--- config.mk ---
export PLATFORM = sky130hd
export DESIGN_NAME = split_eval_seq
export DESIGN_NICKNAME = d
export VERILOG_FILES = /design/src/rtl/split_pkg.sv /design/src/rtl/split_mask_acc.sv /design/src/rtl/split_eval_seq.sv
export SDC_FILE = /design/constraint.sdc
export NUM_CORES = 1
export LEC_CHECK = 0
export CAP_MARGIN = 20
export CORE_MARGIN = 3
export CORE_UTILIZATION = 33
export DETAILED_ROUTE_END_ITERATION = 10
export GPL_TIMING_DRIVEN = 0
export PLACE_DENSITY_LB_ADDON = 0.15
export SYNTH_ARGS = -nofsm -noshare
export SYNTH_HDL_FRONTEND = slang
export SYNTH_SLANG_ARGS = --single-unit
--- constraint.sdc ---
create_clock -name clk -period 6.2 [get_ports clk]
set_input_delay 0.93 -clock clk [delete_from_list [all_inputs] [get_ports clk]]
set_output_delay 0.93 -clock clk [all_outputs]
set_load 0.1 [all_outputs]
--- src/rtl/split_pkg.sv ---
// rtl/split_pkg.sv - shared state type, width helpers and default sizes for the split evaluator
package split_pkg;

  localparam int DEF_VAR_W = 32;
  localparam int DEF_ACC_W = 40;

  typedef enum logic [1:0] {
    IDLE  = 2'd0,
    ACCUM = 2'd1,
    DONE  = 2'd2
  } state_t;

  // Beat counter width able to hold 0 .. n+1 (the overrun beat is counted).
  function automatic int count_w(input int n);
    return $clog2(n + 1) + 1;
  endfunction

  // Width of a field able to hold 0 .. var_w.
  function automatic int width_w(input int var_w);
    return $clog2(var_w + 1);
  endfunction

endpackage

--- src/rtl/split_mask_acc.sv ---
// rtl/split_mask_acc.sv - width masking and saturating accumulate of one beat; parity under SPLIT_PARITY_EN
module split_mask_acc
  import split_pkg::*;
#(
  parameter int VAR_W = DEF_VAR_W,
  parameter int ACC_W = DEF_ACC_W
) (
  input  logic [ACC_W-1:0]          acc,
  input  logic                      sat,
  input  logic [VAR_W-1:0]          data,
  input  logic [width_w(VAR_W)-1:0] width,
  output logic [ACC_W-1:0]          acc_next,
  output logic                      sat_next
`ifdef SPLIT_PARITY_EN
  ,
  input  logic                      par,
  output logic                      par_next
`endif
);

  logic [VAR_W-1:0] mask;
  logic [VAR_W-1:0] masked;
  logic [ACC_W:0]   sum;

  // Mask to the declared width (widths >= VAR_W keep the whole word), then add with a carry-out saturation.
  always_comb begin
    if (int'(width) >= VAR_W) mask = '1;
    else                      mask = (VAR_W'(1) << width) - VAR_W'(1);
    masked   = data & mask;
    sum      = {1'b0, acc} + (ACC_W+1)'(masked);
    acc_next = sum[ACC_W] ? '1 : sum[ACC_W-1:0];
    sat_next = sat | sum[ACC_W];
`ifdef SPLIT_PARITY_EN
    par_next = par ^ (^masked);
`endif
  end

endmodule

--- src/rtl/split_eval_seq.sv ---
// rtl/split_eval_seq.sv - streaming split evaluator: masked saturating sum, framing check, verdict handshake; optional SPLIT_PARITY_EN
module split_eval_seq
  import split_pkg::*;
#(
  parameter int          NUM_VARS = 30,
  parameter int          VAR_W    = DEF_VAR_W,
  parameter int          ACC_W    = DEF_ACC_W,
  parameter logic [63:0] LIMIT    = 64'h1_0000_0000,
  parameter int          PARITY   = 0
) (
  input  logic                         clk,
  input  logic                         rst,
  input  logic                         in_valid,
  output logic                         in_ready,
  input  logic [VAR_W-1:0]             in_data,
  input  logic [width_w(VAR_W)-1:0]    in_width,
  input  logic                         in_last,
  output logic                         out_valid,
  input  logic                         out_ready,
  output logic                         x,
  output logic                         err,
  output logic [count_w(NUM_VARS)-1:0] out_count
`ifdef SPLIT_PARITY_EN
  ,
  output logic                         par
`endif
);

  localparam int            CW   = count_w(NUM_VARS);
  localparam logic [CW-1:0] FULL = CW'(NUM_VARS);

  state_t           state, state_n;
  logic [ACC_W-1:0] acc, acc_n, sum_acc;
  logic             sat, sat_n, sum_sat;
  logic [CW-1:0]    cnt, cnt_n;
  logic             x_n, err_n;
`ifdef SPLIT_PARITY_EN
  logic             par_n, sum_par;
`endif

  assign out_count = cnt;

  // The accumulator is zero in IDLE, so the same adder serves as the first-beat load.
  split_mask_acc #(
    .VAR_W (VAR_W),
    .ACC_W (ACC_W)
  ) u_mask_acc (
    .acc      (acc),
    .sat      (sat),
    .data     (in_data),
    .width    (in_width),
    .acc_next (sum_acc),
    .sat_next (sum_sat)
`ifdef SPLIT_PARITY_EN
    ,
    .par      (par),
    .par_next (sum_par)
`endif
  );

  // Next state, datapath updates and handshake outputs; the verdict is latched on entry to DONE.
  always_comb begin
    state_n   = state;
    acc_n     = acc;
    sat_n     = sat;
    cnt_n     = cnt;
    x_n       = x;
    err_n     = err;
    in_ready  = 1'b0;
    out_valid = 1'b0;
`ifdef SPLIT_PARITY_EN
    par_n     = par;
`endif
    case (state)
      IDLE: begin
        in_ready = 1'b1;
        if (in_valid) begin
          acc_n   = sum_acc;
          sat_n   = sum_sat;
          cnt_n   = CW'(1);
`ifdef SPLIT_PARITY_EN
          par_n   = sum_par;
`endif
          state_n = in_last ? DONE : ACCUM;
        end
      end
      ACCUM: begin
        in_ready = 1'b1;
        if (in_valid) begin
          cnt_n = cnt + CW'(1);
          if (cnt == FULL) begin
            // Overrun beat: counted so the error shows, but its value is dropped.
            state_n = DONE;
          end else begin
            acc_n = sum_acc;
            sat_n = sum_sat;
`ifdef SPLIT_PARITY_EN
            par_n = sum_par;
`endif
            if (in_last) state_n = DONE;
          end
        end
      end
      DONE: begin
        out_valid = 1'b1;
        if (out_ready) begin
          state_n = IDLE;
          acc_n   = '0;
          sat_n   = 1'b0;
          cnt_n   = '0;
          x_n     = 1'b0;
          err_n   = 1'b0;
`ifdef SPLIT_PARITY_EN
          par_n   = 1'b0;
`endif
        end
      end
      default: state_n = IDLE;
    endcase
    if (state != DONE && state_n == DONE) begin
      err_n = (cnt_n != FULL);
      x_n   = !err_n && !sat_n && (64'(acc_n) <= LIMIT)
`ifdef SPLIT_PARITY_EN
              && (par_n == PARITY[0])
`endif
              ;
    end
  end

  // State and datapath registers; rst discards any split or verdict in flight.
  always_ff @(posedge clk) begin
    if (rst) begin
      state <= IDLE;
      acc   <= '0;
      sat   <= 1'b0;
      cnt   <= '0;
      x     <= 1'b0;
      err   <= 1'b0;
`ifdef SPLIT_PARITY_EN
      par   <= 1'b0;
`endif
    end else begin
      state <= state_n;
      acc   <= acc_n;
      sat   <= sat_n;
      cnt   <= cnt_n;
      x     <= x_n;
      err   <= err_n;
`ifdef SPLIT_PARITY_EN
      par   <= par_n;
`endif
    end
  end

endmodule

==> impl_metrics.toml, run 1 <==
[grt]
grt_pass1_vias = 5606
grt_overflow_total = 0
grt_max_degree = 17
grt_pass1_wl_mm = 31.3
track_usage_pct = 21.7
antenna_found_initial = 0

[synth]
synth_largest_area_cell = "dfxtp_1"
ys_seq_area_share_pct = 19.1
synthFlopType = "dfxtp_1"
synth_edf_count = 0
synthMuxAreaShare_pct = 0.397
ys_async_sr_fraction_pct = 0
synth_compound_area_share_pct = 34.5
yosys.area_share.simple_pct = 27.4
syn-cell-area_sq_um = 5360
synthCells = 779
syn_nets = 859
synthXorXnorAreaFrac_pct = 4.91
synthAdderAreaFrac_pct = 8.79
synth_top_area_share_pct = 19.1
synth_top_family_by_area = "compound AO/OA/AOI/OAI gates"
yosys_warnings = 0
yosysUniqueCellTypes = 75
avgSynthCellArea_sq_um = 6.87
ys_top_cells_by_area = "dfxtp_1, a21oi_1, ha_1"
synth-seq-cells = 51

[setup_path]
cp_num_buf_inv = 4
required_ps = 6430
cp.arrival_ps = 6190
crit_path_frequent_cell = "o21ai_1"
cp-startpoint = "in_width[2]"
crit_family = "compound AO/OA/AOI/OAI gates"
crit_fanout = 10
cp-start-kind = "input pin"
cp-end-kind = "flip-flop"
crit_type = "in -> reg"
slowest_stage = "clkdlybuf4s50_1"
reg2reg_from = "acc[0]$_SDFF_PP0_"
slowest_delay_ps = 460
cp_cell_sequence = "clkdlybuf4s50_1 > buf_4 > nor4_4 > nand3b_1 > ha_2 > buf_4 > o21ai_2 > mux2i_1 > o211ai_1 > a21boi_0 > ha_1 > a21oi_1 > o21ai_1 > a311o_1 > or2_1 > o221a_1 > buf_2 > o21ai_0 > o21ai_1 > nor4_1 > nand4_1 > nor4_4 > a41oi_2 > o21ai_1"

[finish]
fin_nets = 919
multi_input_area_sq_um = 4210
area_growth_pct = 20.8
final_area_sq_um = 6470
n_fill_cell = 1663
antennaDiodeCount = 0
seq_area_sq_um = 1020
drive_above_1_share_pct = 7.14

[run_status]
status = "complete, no violations"

[route]
drc_errors = 0
wl_per_cell_microns = 18.9
via_count = 5954
drt_iter0_drc = 359
ant_nets = 0
wirelength_mm = 19.8
firstDrtPassIters = 5
avgViaCountPerCell = 5.67

[floorplanning]
num_rows = 45
start_util_pct = 34.5
die_y_microns = 133
dieArea_sq_um = 17800
core_region_area_sq_um = 15500
die_w_microns = 133
io-pin-count = 53

[timing]
hold_ws_ps = 477
slew_headroom_pct = 34.6
fin_ws_ps = 244
clock_skew_ps = 3.79
fin_crit_sh_pct = 96.1
finalHoldViolCount = 0
setup_viol = 0
max_freq_ghz = 0.168
min_period_ps = 5960
tightest_slew_ps = 978
finalMaxSlewViolations = 0

[cts]
cts_buffer_depth = 2
cts_tree = "built"
cts_made_buffers = 5
postCtsHoldBufs = 0
cts_max_level = 2
path_clk_slew_ps = 70
clock_latency_ps = 290
clockRootBuffer = "clkbuf_16"
cts.sinks = 51

[power]
switching_share_pct = 39.7
power_leakage_nw = 2.49
intPower_mw = 0.761
vdd_ir_drop_max_mv = 0.101
clockPowerShare_pct = 25.2
power_frac_seq_pct = 30.8
cellPowerDensity_nw_per_um2 = 195
p_switching_mw = 0.500
power_frac_comb_pct = 43.9

[placement]
dp_hpwl_mm = 15.4
placed_cell_area_sq_um = 6110
dp_worst_setup_slack_ps = -1410
gp_congestion = 0.932
port_buffers = 49

[job]
maxCapViolCount = 0

[min_path]
hold_start = "x$_SDFFE_PP0P_"
min_path_type = "reg -> reg"
-- cell type report --
| class | count | share of cell area (%) |
|---|---|---|
| Clock inverter | 3 | 0.677 |
| Multi-Input combinational cell | 665 | 65.0 |
| Buffer | 43 | 3.27 |
| Tap cell | 211 | 4.08 |
| Inverter | 20 | 1.16 |
| Timing Repair Buffer | 53 | 8.08 |
| Clock buffer | 5 | 1.93 |
| Sequential cell | 51 | 15.8 |
-- layout by cell type (no fill, tap or decap), types with 16 or more instances in the layout --
cell type / netlist / final
xor2_1: 19 / 19
nor2_1: 80 / 78
clkbuf_1: 32 / 25
nand4_1: 16 / 16
o21ai_1: 16 / 16
clkdlybuf4s50_1: 0 / 48
dfxtp_1: 51 / 51
a21oi_1: 93 / 91
o21ai_0: 61 / 59
inv_1: 17 / 17
nor2b_1: 31 / 31
nand2_1: 99 / 99
ha_1: 36 / 32
-- cells by family after synthesis --
kind of cell,count (synthesis)
buffers and inverters,63
XOR/XNOR,30
flip-flops,51
adder cells (fa/ha/maj),37
AO/OA/AOI/OAI,294
AND/OR/NAND/NOR,302
multiplexers,2
-- worst register-to-register path: cells and delay by family (launching register included) --
family,cells,cell delay (ps)
adders and majority gates,2,570
AOI/OAI and AO/OA,4,660
xor gates and xnor gates,1,170
DFF,1,340
and+or+nand+nor,7,2010
buffers and inverters,1,60
-- what timing repair did --
| action | 4_1_cts | 5_1_grt |
|---|---|---|
| setup buffers | 3 | 1 |
| pin swaps | 5 | 7 |
| setup endpoints to repair | 29 | 1 |
| resized for setup | 21 | 25 |
-- state kept, by name, summed over array words and instances (netlist names) --
register	cells
acc	40
out_count	6
state	2
err	1
sat	1
x	1
-- per-layer routing --
layer | track usage, % | part of all wire, % | up-vias
li1 | - | - | 2981
met1 | 30.9 | 47 | 2746
met2 | 35.3 | 45 | 196
met3 | 2.34 | 6.3 | 31
met4 | 5.14 | 1.9 | 0
met5 | 0 | 0 | -
-- final timing paths --
kind | end | slack (ps) | cells past startpoint
worst max-delay path | x$_SDFFE_PP0P_ | 240 | 24
worst max register to register | x$_SDFFE_PP0P_ | 2330 | 15
worst min-delay path | x$_SDFFE_PP0P_ | 480 | 2
worst min register to register | x$_SDFFE_PP0P_ | 480 | 2
-- synthesized netlist by cell type (4+ instances only) --
cell type  number
o21a_1         12
nand2b_1       11
o211ai_1        8
nor2b_1        31
clkbuf_1       32
or3_1           4
xnor2_1        11
a211o_1         4
a311oi_1        5
nand2_1        99
nand3_1        13
nor2_1         80
o21ai_0        61
xor2_1         19
a31oi_1        11
a211oi_1       10
a21boi_0       13
a22oi_1         4
nor4_1          5
ha_1           36
nand4_1        16
buf_1           5
inv_1          17
and2_1          6
and3_1          5
o31ai_1         5
o31a_1          5
o21ai_1        16
a21o_1          8
a21oi_1        93
dfxtp_1        51
nor3_1         13
-- power groups by stage --
stage / sequential, mW / clock (mW) / combinational [mW]
finish: 0.389 / 0.318 / 0.554
floorplan: 0.390 / 0 / 0.374
global route: 0.393 / 0.341 / 0.611
CTS: 0.388 / 0.324 / 0.537
detailed placement: 0.395 / 0 / 0.525
global placement: 0.396 / 0 / 0.529
-- per-stage QoR --
stage	utilization, %	total power [mW]	TNS, ps	std cells
after global placement	39.3	0.924	-18740	1039
final	41.6	1.26	0	1051
after global routing	41.6	1.34	-2.20	1051
after floorplan	-	0.764	0	779
after CTS	41.0	1.25	0	1050
after detailed placement	39.3	0.920	-17960	1039
Note: power is estimated with default switching activity, not from simulation.
==> run 2, diff against run 1 <==
--- a/config.mk
+++ b/config.mk
@@ -5,9 +5,10 @@
 export SDC_FILE = /design/constraint.sdc
 export NUM_CORES = 1
 export LEC_CHECK = 0
+export ABC_CLOCK_PERIOD_IN_PS = 6200
 export CAP_MARGIN = 20
 export CORE_MARGIN = 3
-export CORE_UTILIZATION = 33
+export CORE_UTILIZATION = 51
 export DETAILED_ROUTE_END_ITERATION = 10
 export GPL_TIMING_DRIVEN = 0
 export PLACE_DENSITY_LB_ADDON = 0.15
==> run 2 against run 1 <==
Global-route usage grew 10 points. First-iteration DRC count grew 140%. Count of clock-buffer cells in the layout grew 2. Combinational power grew 1%. Sequential share of layout area grew 0.27 points. Register-to-register slack is essentially flat. Sequential power is essentially flat. Maximum frequency shrank 1.6%. Final cell count shrank 6.9%. Sequential cell count is the same. Critical path depth shrank 2. Critical endpoint unchanged. Largest power group unchanged. Highest routed layer unchanged.
==> impl_metrics.toml, run 2 (same netlist as run 1, synthesis figures left out) <==
[timing]
slew_headroom_pct = 34.5
fin_crit_sh_pct = 97.7
min_period_ps = 6060
hold_ws_ps = 501
finalHoldViolCount = 0
max_freq_ghz = 0.165
tightest_slew_ps = 980
clock_skew_ps = 5.60
finalMaxSlewViolations = 0
setup_viol = 0

[finish]
n_fill_cell = 976
area_growth_pct = 18.8
multi_input_area_sq_um = 4220
largest_register_ffs = 40
seq_area_sq_um = 1020
antennaDiodeCount = 0
fin_nets = 925
largest-register = "acc"
final_common_cell = "nand2_1"
drive_above_1_share_pct = 7.80
fin_cells = 979
layout_common_cells = "nand2_1, a21oi_1, nor2_1"

[grt]
antenna_found_initial = 0
track_usage_pct = 32.1
grt_pass1_wl_mm = 29.7
grt_max_degree = 16
grt_overflow_total = 0
grt_pass1_vias = 5777

[cts]
clock_latency_ps = 310
postCtsHoldBufs = 0
cts.sinks = 51
cts_buffer_depth = 2
cts_max_level = 2
cts_tree = "built"
cts_made_buffers = 5
path_clk_slew_ps = 90
clockRootBuffer = "clkbuf_8"

[route]
drt_iter0_drc = 845
avgViaCountPerCell = 6.39
wirelength_mm = 19.1
wl_per_cell_microns = 19.5
via_count = 6257
firstDrtPassIters = 5
ant_nets = 0
drc_errors = 0

[setup_path]
cp-start-kind = "input pin"
crit_type = "in -> reg"
cp-startpoint = "in_width[3]"
cp.arrival_ps = 6300
cp_num_buf_inv = 2
crit_family = "compound AO/OA/AOI/OAI gates"
rr_worst_depth = 15
slowest_stage = "clkdlybuf4s50_1"
worst-path-stages = 22
slowest_delay_ps = 490
required_ps = 6440
cp_cell_sequence = "clkdlybuf4s50_1 > buf_4 > nor4_4 > nand3b_1 > ha_1 > nand2_1 > mux2_2 > a221oi_1 > nor2b_1 > ha_1 > a21oi_1 > o22ai_1 > o41a_1 > a41oi_2 > o21ai_1 > a211oi_1 > nor3_1 > and3b_1 > nand2_1 > nor4_2 > a41oi_2 > o21ai_1"
cp-end-kind = "flip-flop"
rrSetupSlack_ps = 2320
crit_fanout = 10
reg2reg_from = "acc[0]$_SDFF_PP0_"
r2r-end = "x$_SDFFE_PP0P_"

[floorplanning]
die_w_microns = 108
dieArea_sq_um = 11800
io-pin-count = 53
num_rows = 36
start_util_pct = 53.6
core_region_area_sq_um = 10000
die_y_microns = 108

[min_path]
min_path_type = "reg -> reg"
min_to = "x$_SDFFE_PP0P_"
hold_start = "x$_SDFFE_PP0P_"
min_path_cells = 2

[placement]
dp_hpwl_mm = 14.7
gp_congestion = 0.936
placedCellCount = 961
port_buffers = 49

[power]
power_leakage_nw = 2.48
cellPowerDensity_nw_per_um2 = 181
vdd_ir_drop_max_mv = 0.135

[job]
maxCapViolCount = 0

[run_status]
status = "complete, no violations"
==> run 2: how the worst max path moves through the flow <==
| stage | slack (ps) | end |
|---|---|---|
| floorplan | 590 | x$_SDFFE_PP0P_ |
| global placement | -1160 | x$_SDFFE_PP0P_ |
| detailed placement | -1180 | x$_SDFFE_PP0P_ |
| CTS | 4 | x$_SDFFE_PP0P_ |
| global route | -20 | x$_SDFFE_PP0P_ |
| finish | 140 | x$_SDFFE_PP0P_ |
==> run 2: metal layers <==
layer | vias up | routed length [microns] | global-route usage (%) | share of wire, %
li1 | 2989 | - | - | -
met1 | 2910 | 8160 | 44.2 | 43
met2 | 309 | 8780 | 50.9 | 46
met3 | 49 | 1600 | 5.67 | 8.4
met4 | 0 | 548 | 10.4 | 2.9
met5 | - | 0 | 0 | 0
==> run 2: worst register-to-register path: cells and delay by family (launching register included) <==
family	cells	cell delay (ps)
and+or+nand+nor	7	1960
AOI/OAI and AO/OA	4	710
adders and majority gates	2	600
DFF	1	340
xor gates and xnor gates	1	160
buffers and inverters	1	60
==> run 2: per-stage QoR <==
step	setup slack (ps)	util, %	power, mW	cell area [sq um]	setup TNS, ps
4_1_cts	3.53	61.9	1.13	6190	0
3_3_place_gp	-1160	60.1	0.902	6010	-10180
2_1_floorplan	595	-	0.764	5360	0
5_1_grt	-22.1	63.6	1.22	6360	-22.1
6_report	144	63.6	1.15	6360	0
3_5_place_dp	-1180	60.1	0.912	6010	-10760
==> run 2: report_power, final <==
part	internal [mW]	total [mW]	switching [mW]
clock	0.0917	0.206	0.114
combinational	0.219	0.560	0.341
sequential	0.355	0.388	0.0324
==> run 2: what timing repair did <==
action,4_1_cts,5_1_grt
buffers inserted,1,9
gates resized for setup,22,25
pin swaps,4,7
endpoints found under the setup margin,16,2
==> run 2: cell type report <==
| cell class | count | area share [%] |
|---|---|---|
| Buffer | 43 | 3.30 |
| Clock buffer | 7 | 1.36 |
| Clock inverter | 1 | 0.138 |
| Inverter | 20 | 1.18 |
| Multi-Input combinational cell | 665 | 66.3 |
| Sequential cell | 51 | 16.0 |
| Tap cell | 133 | 2.62 |
| Timing Repair Buffer | 59 | 9.09 |
==> run 3, diff against run 2 <==
--- a/config.mk
+++ b/config.mk
@@ -8,7 +8,7 @@
 export ABC_CLOCK_PERIOD_IN_PS = 6200
 export CAP_MARGIN = 20
 export CORE_MARGIN = 3
-export CORE_UTILIZATION = 51
+export CORE_UTILIZATION = 59
 export DETAILED_ROUTE_END_ITERATION = 10
 export GPL_TIMING_DRIVEN = 0
 export PLACE_DENSITY_LB_ADDON = 0.15
==> run 3 against run 2 <==
Worst hold slack got worse by 12 ps. Global-route usage up 2.7 points. Register-to-register slack got worse by 70 ps. Final cell count decreased by 2.9%. Largest cell class unchanged. Worst setup slack better by 38 ps.
==> impl_metrics.toml, run 3 (same netlist as run 1, synthesis figures left out) <==
[run_status]
status = "complete, no violations"

[grt]
grt_max_degree = 17
track_usage_pct = 34.8
antenna_found_initial = 0
grt_pass1_wl_mm = 28.8
grt_pass1_vias = 5827
grt_overflow_total = 0

[min_path]
min_path_cells = 2
min_path_type = "reg -> reg"

[setup_path]
crit_type = "in -> reg"
cp-start-kind = "input pin"
cp.arrival_ps = 6270
crit_fanout = 10
required_ps = 6450
rr_worst_depth = 15
cp-end-kind = "flip-flop"

[timing]
finalHoldViolCount = 0
setup_viol = 0
tightest_slew_ps = 978
min_period_ps = 6020
max_freq_ghz = 0.166
clock_skew_ps = 5.05
fin_crit_sh_pct = 97.1
slew_headroom_pct = 34.6
finalMaxSlewViolations = 0

[route]
wirelength_mm = 18.2
wl_met1_mm = 7.69
drc_errors = 0
via_count = 6415
drt_iter0_drc = 671
wl_met3_mm = 1.59
wl_met2_mm = 8.28
firstDrtPassIters = 5
top_layer_used = "met4"
wl_per_cell_microns = 19.1
avgViaCountPerCell = 6.75
ant_nets = 0

[cts]
cts.sinks = 51
clock_latency_ps = 310
cts_max_level = 2
path_clk_slew_ps = 90
postCtsHoldBufs = 0
clockRootBuffer = "clkbuf_8"
cts_tree = "built"
cts_made_buffers = 5
cts_buffer_depth = 2

[placement]
port_buffers = 49
gp_congestion = 1.00
dp_hpwl_mm = 13.9
placedCellCount = 936
placed_cell_area_sq_um = 5980

[finish]
largest_register_ffs = 40
largest-register = "acc"
area_growth_pct = 17.5
n_fill_cell = 750
final_area_sq_um = 6290
fin_cells = 951
layout_common_cells = "nand2_1, a21oi_1, nor2_1"
final_common_cell = "nand2_1"
fin_nets = 922
drive_above_1_share_pct = 7.59
antennaDiodeCount = 0

[job]
maxCapViolCount = 0

[floorplanning]
io-pin-count = 53
start_util_pct = 61.1
num_rows = 34
die_w_microns = 101
die_y_microns = 101
core_region_area_sq_um = 8760
dieArea_sq_um = 10300

[power]
power_leakage_nw = 2.47
cellPowerDensity_nw_per_um2 = 181
vdd_ir_drop_max_mv = 0.144
finalPower_mw = 1.14
==> run 3: final timing paths <==
path | endpoint | slack [ps] | start
max reg2reg | x$_SDFFE_PP0P_ | 2250 | acc[0]$_SDFF_PP0_
max | x$_SDFFE_PP0P_ | 180 | in_width[3]
min reg2reg | x$_SDFFE_PP0P_ | 490 | x$_SDFFE_PP0P_
min | x$_SDFFE_PP0P_ | 490 | x$_SDFFE_PP0P_
==> run 3: critical path, stage by stage <==
cell	delay [ps]
clkdlybuf4s50_1	520
buf_6	200
nor4_4	270
nand3b_1	120
ha_2	220
clkbuf_4	220
xor2_1	230
nand2_1	80
a21boi_1	200
ha_1	320
and3_1	230
a311o_1	390
or2_4	290
o221ai_4	250
buf_4	180
a21oi_1	50
or3_1	410
nor4_2	200
nand4_1	240
nor4_2	370
a41oi_2	190
o21ai_1	160
==> run 3: report_power, final <==
part / switching (mW) / internal [mW]
clock network: 0.118 / 0.0798
registers: 0.0335 / 0.355
logic: 0.338 / 0.217
==> run 3: final cells by class <==
cell class	instances	area (sq um)	area share (%)
Tap cell	108	135	2.15
Timing Repair Buffer	56	546	8.67
Buffer	43	218	3.46
Sequential cell	51	1020	16.2
Multi-Input combinational cell	665	4210	66.9
Inverter	20	75.1	1.19
Clock buffer	5	68.8	1.09
Clock inverter	3	18.8	0.298
==> run 3: repair_timing <==
| action | CTS | global route |
|---|---|---|
| endpoints found under the setup margin | 14 | 3 |
| buffers inserted | 1 | 6 |
| gates resized for setup | 16 | 41 |
| pin swaps | 3 | 10 |
==> run 3: layer usage <==
metal,vias to the layer above,global-route usage [%]
met4,0,13.9
li1,2994,-
met2,359,55.5
met1,3002,47.3
met3,60,5.10
met5,-,0
==> run 3: through the flow <==
stage	util (%)	worst slack, ps	hold slack [ps]	TNS [ps]
finish	71.8	182	489	0
detailed placement	68.2	-1190	479	-10050
global placement	68.2	-1040	459	-6440
CTS	70.1	76.1	496	0
global route	71.8	-32.4	510	-32.4
floorplan	-	595	458	0
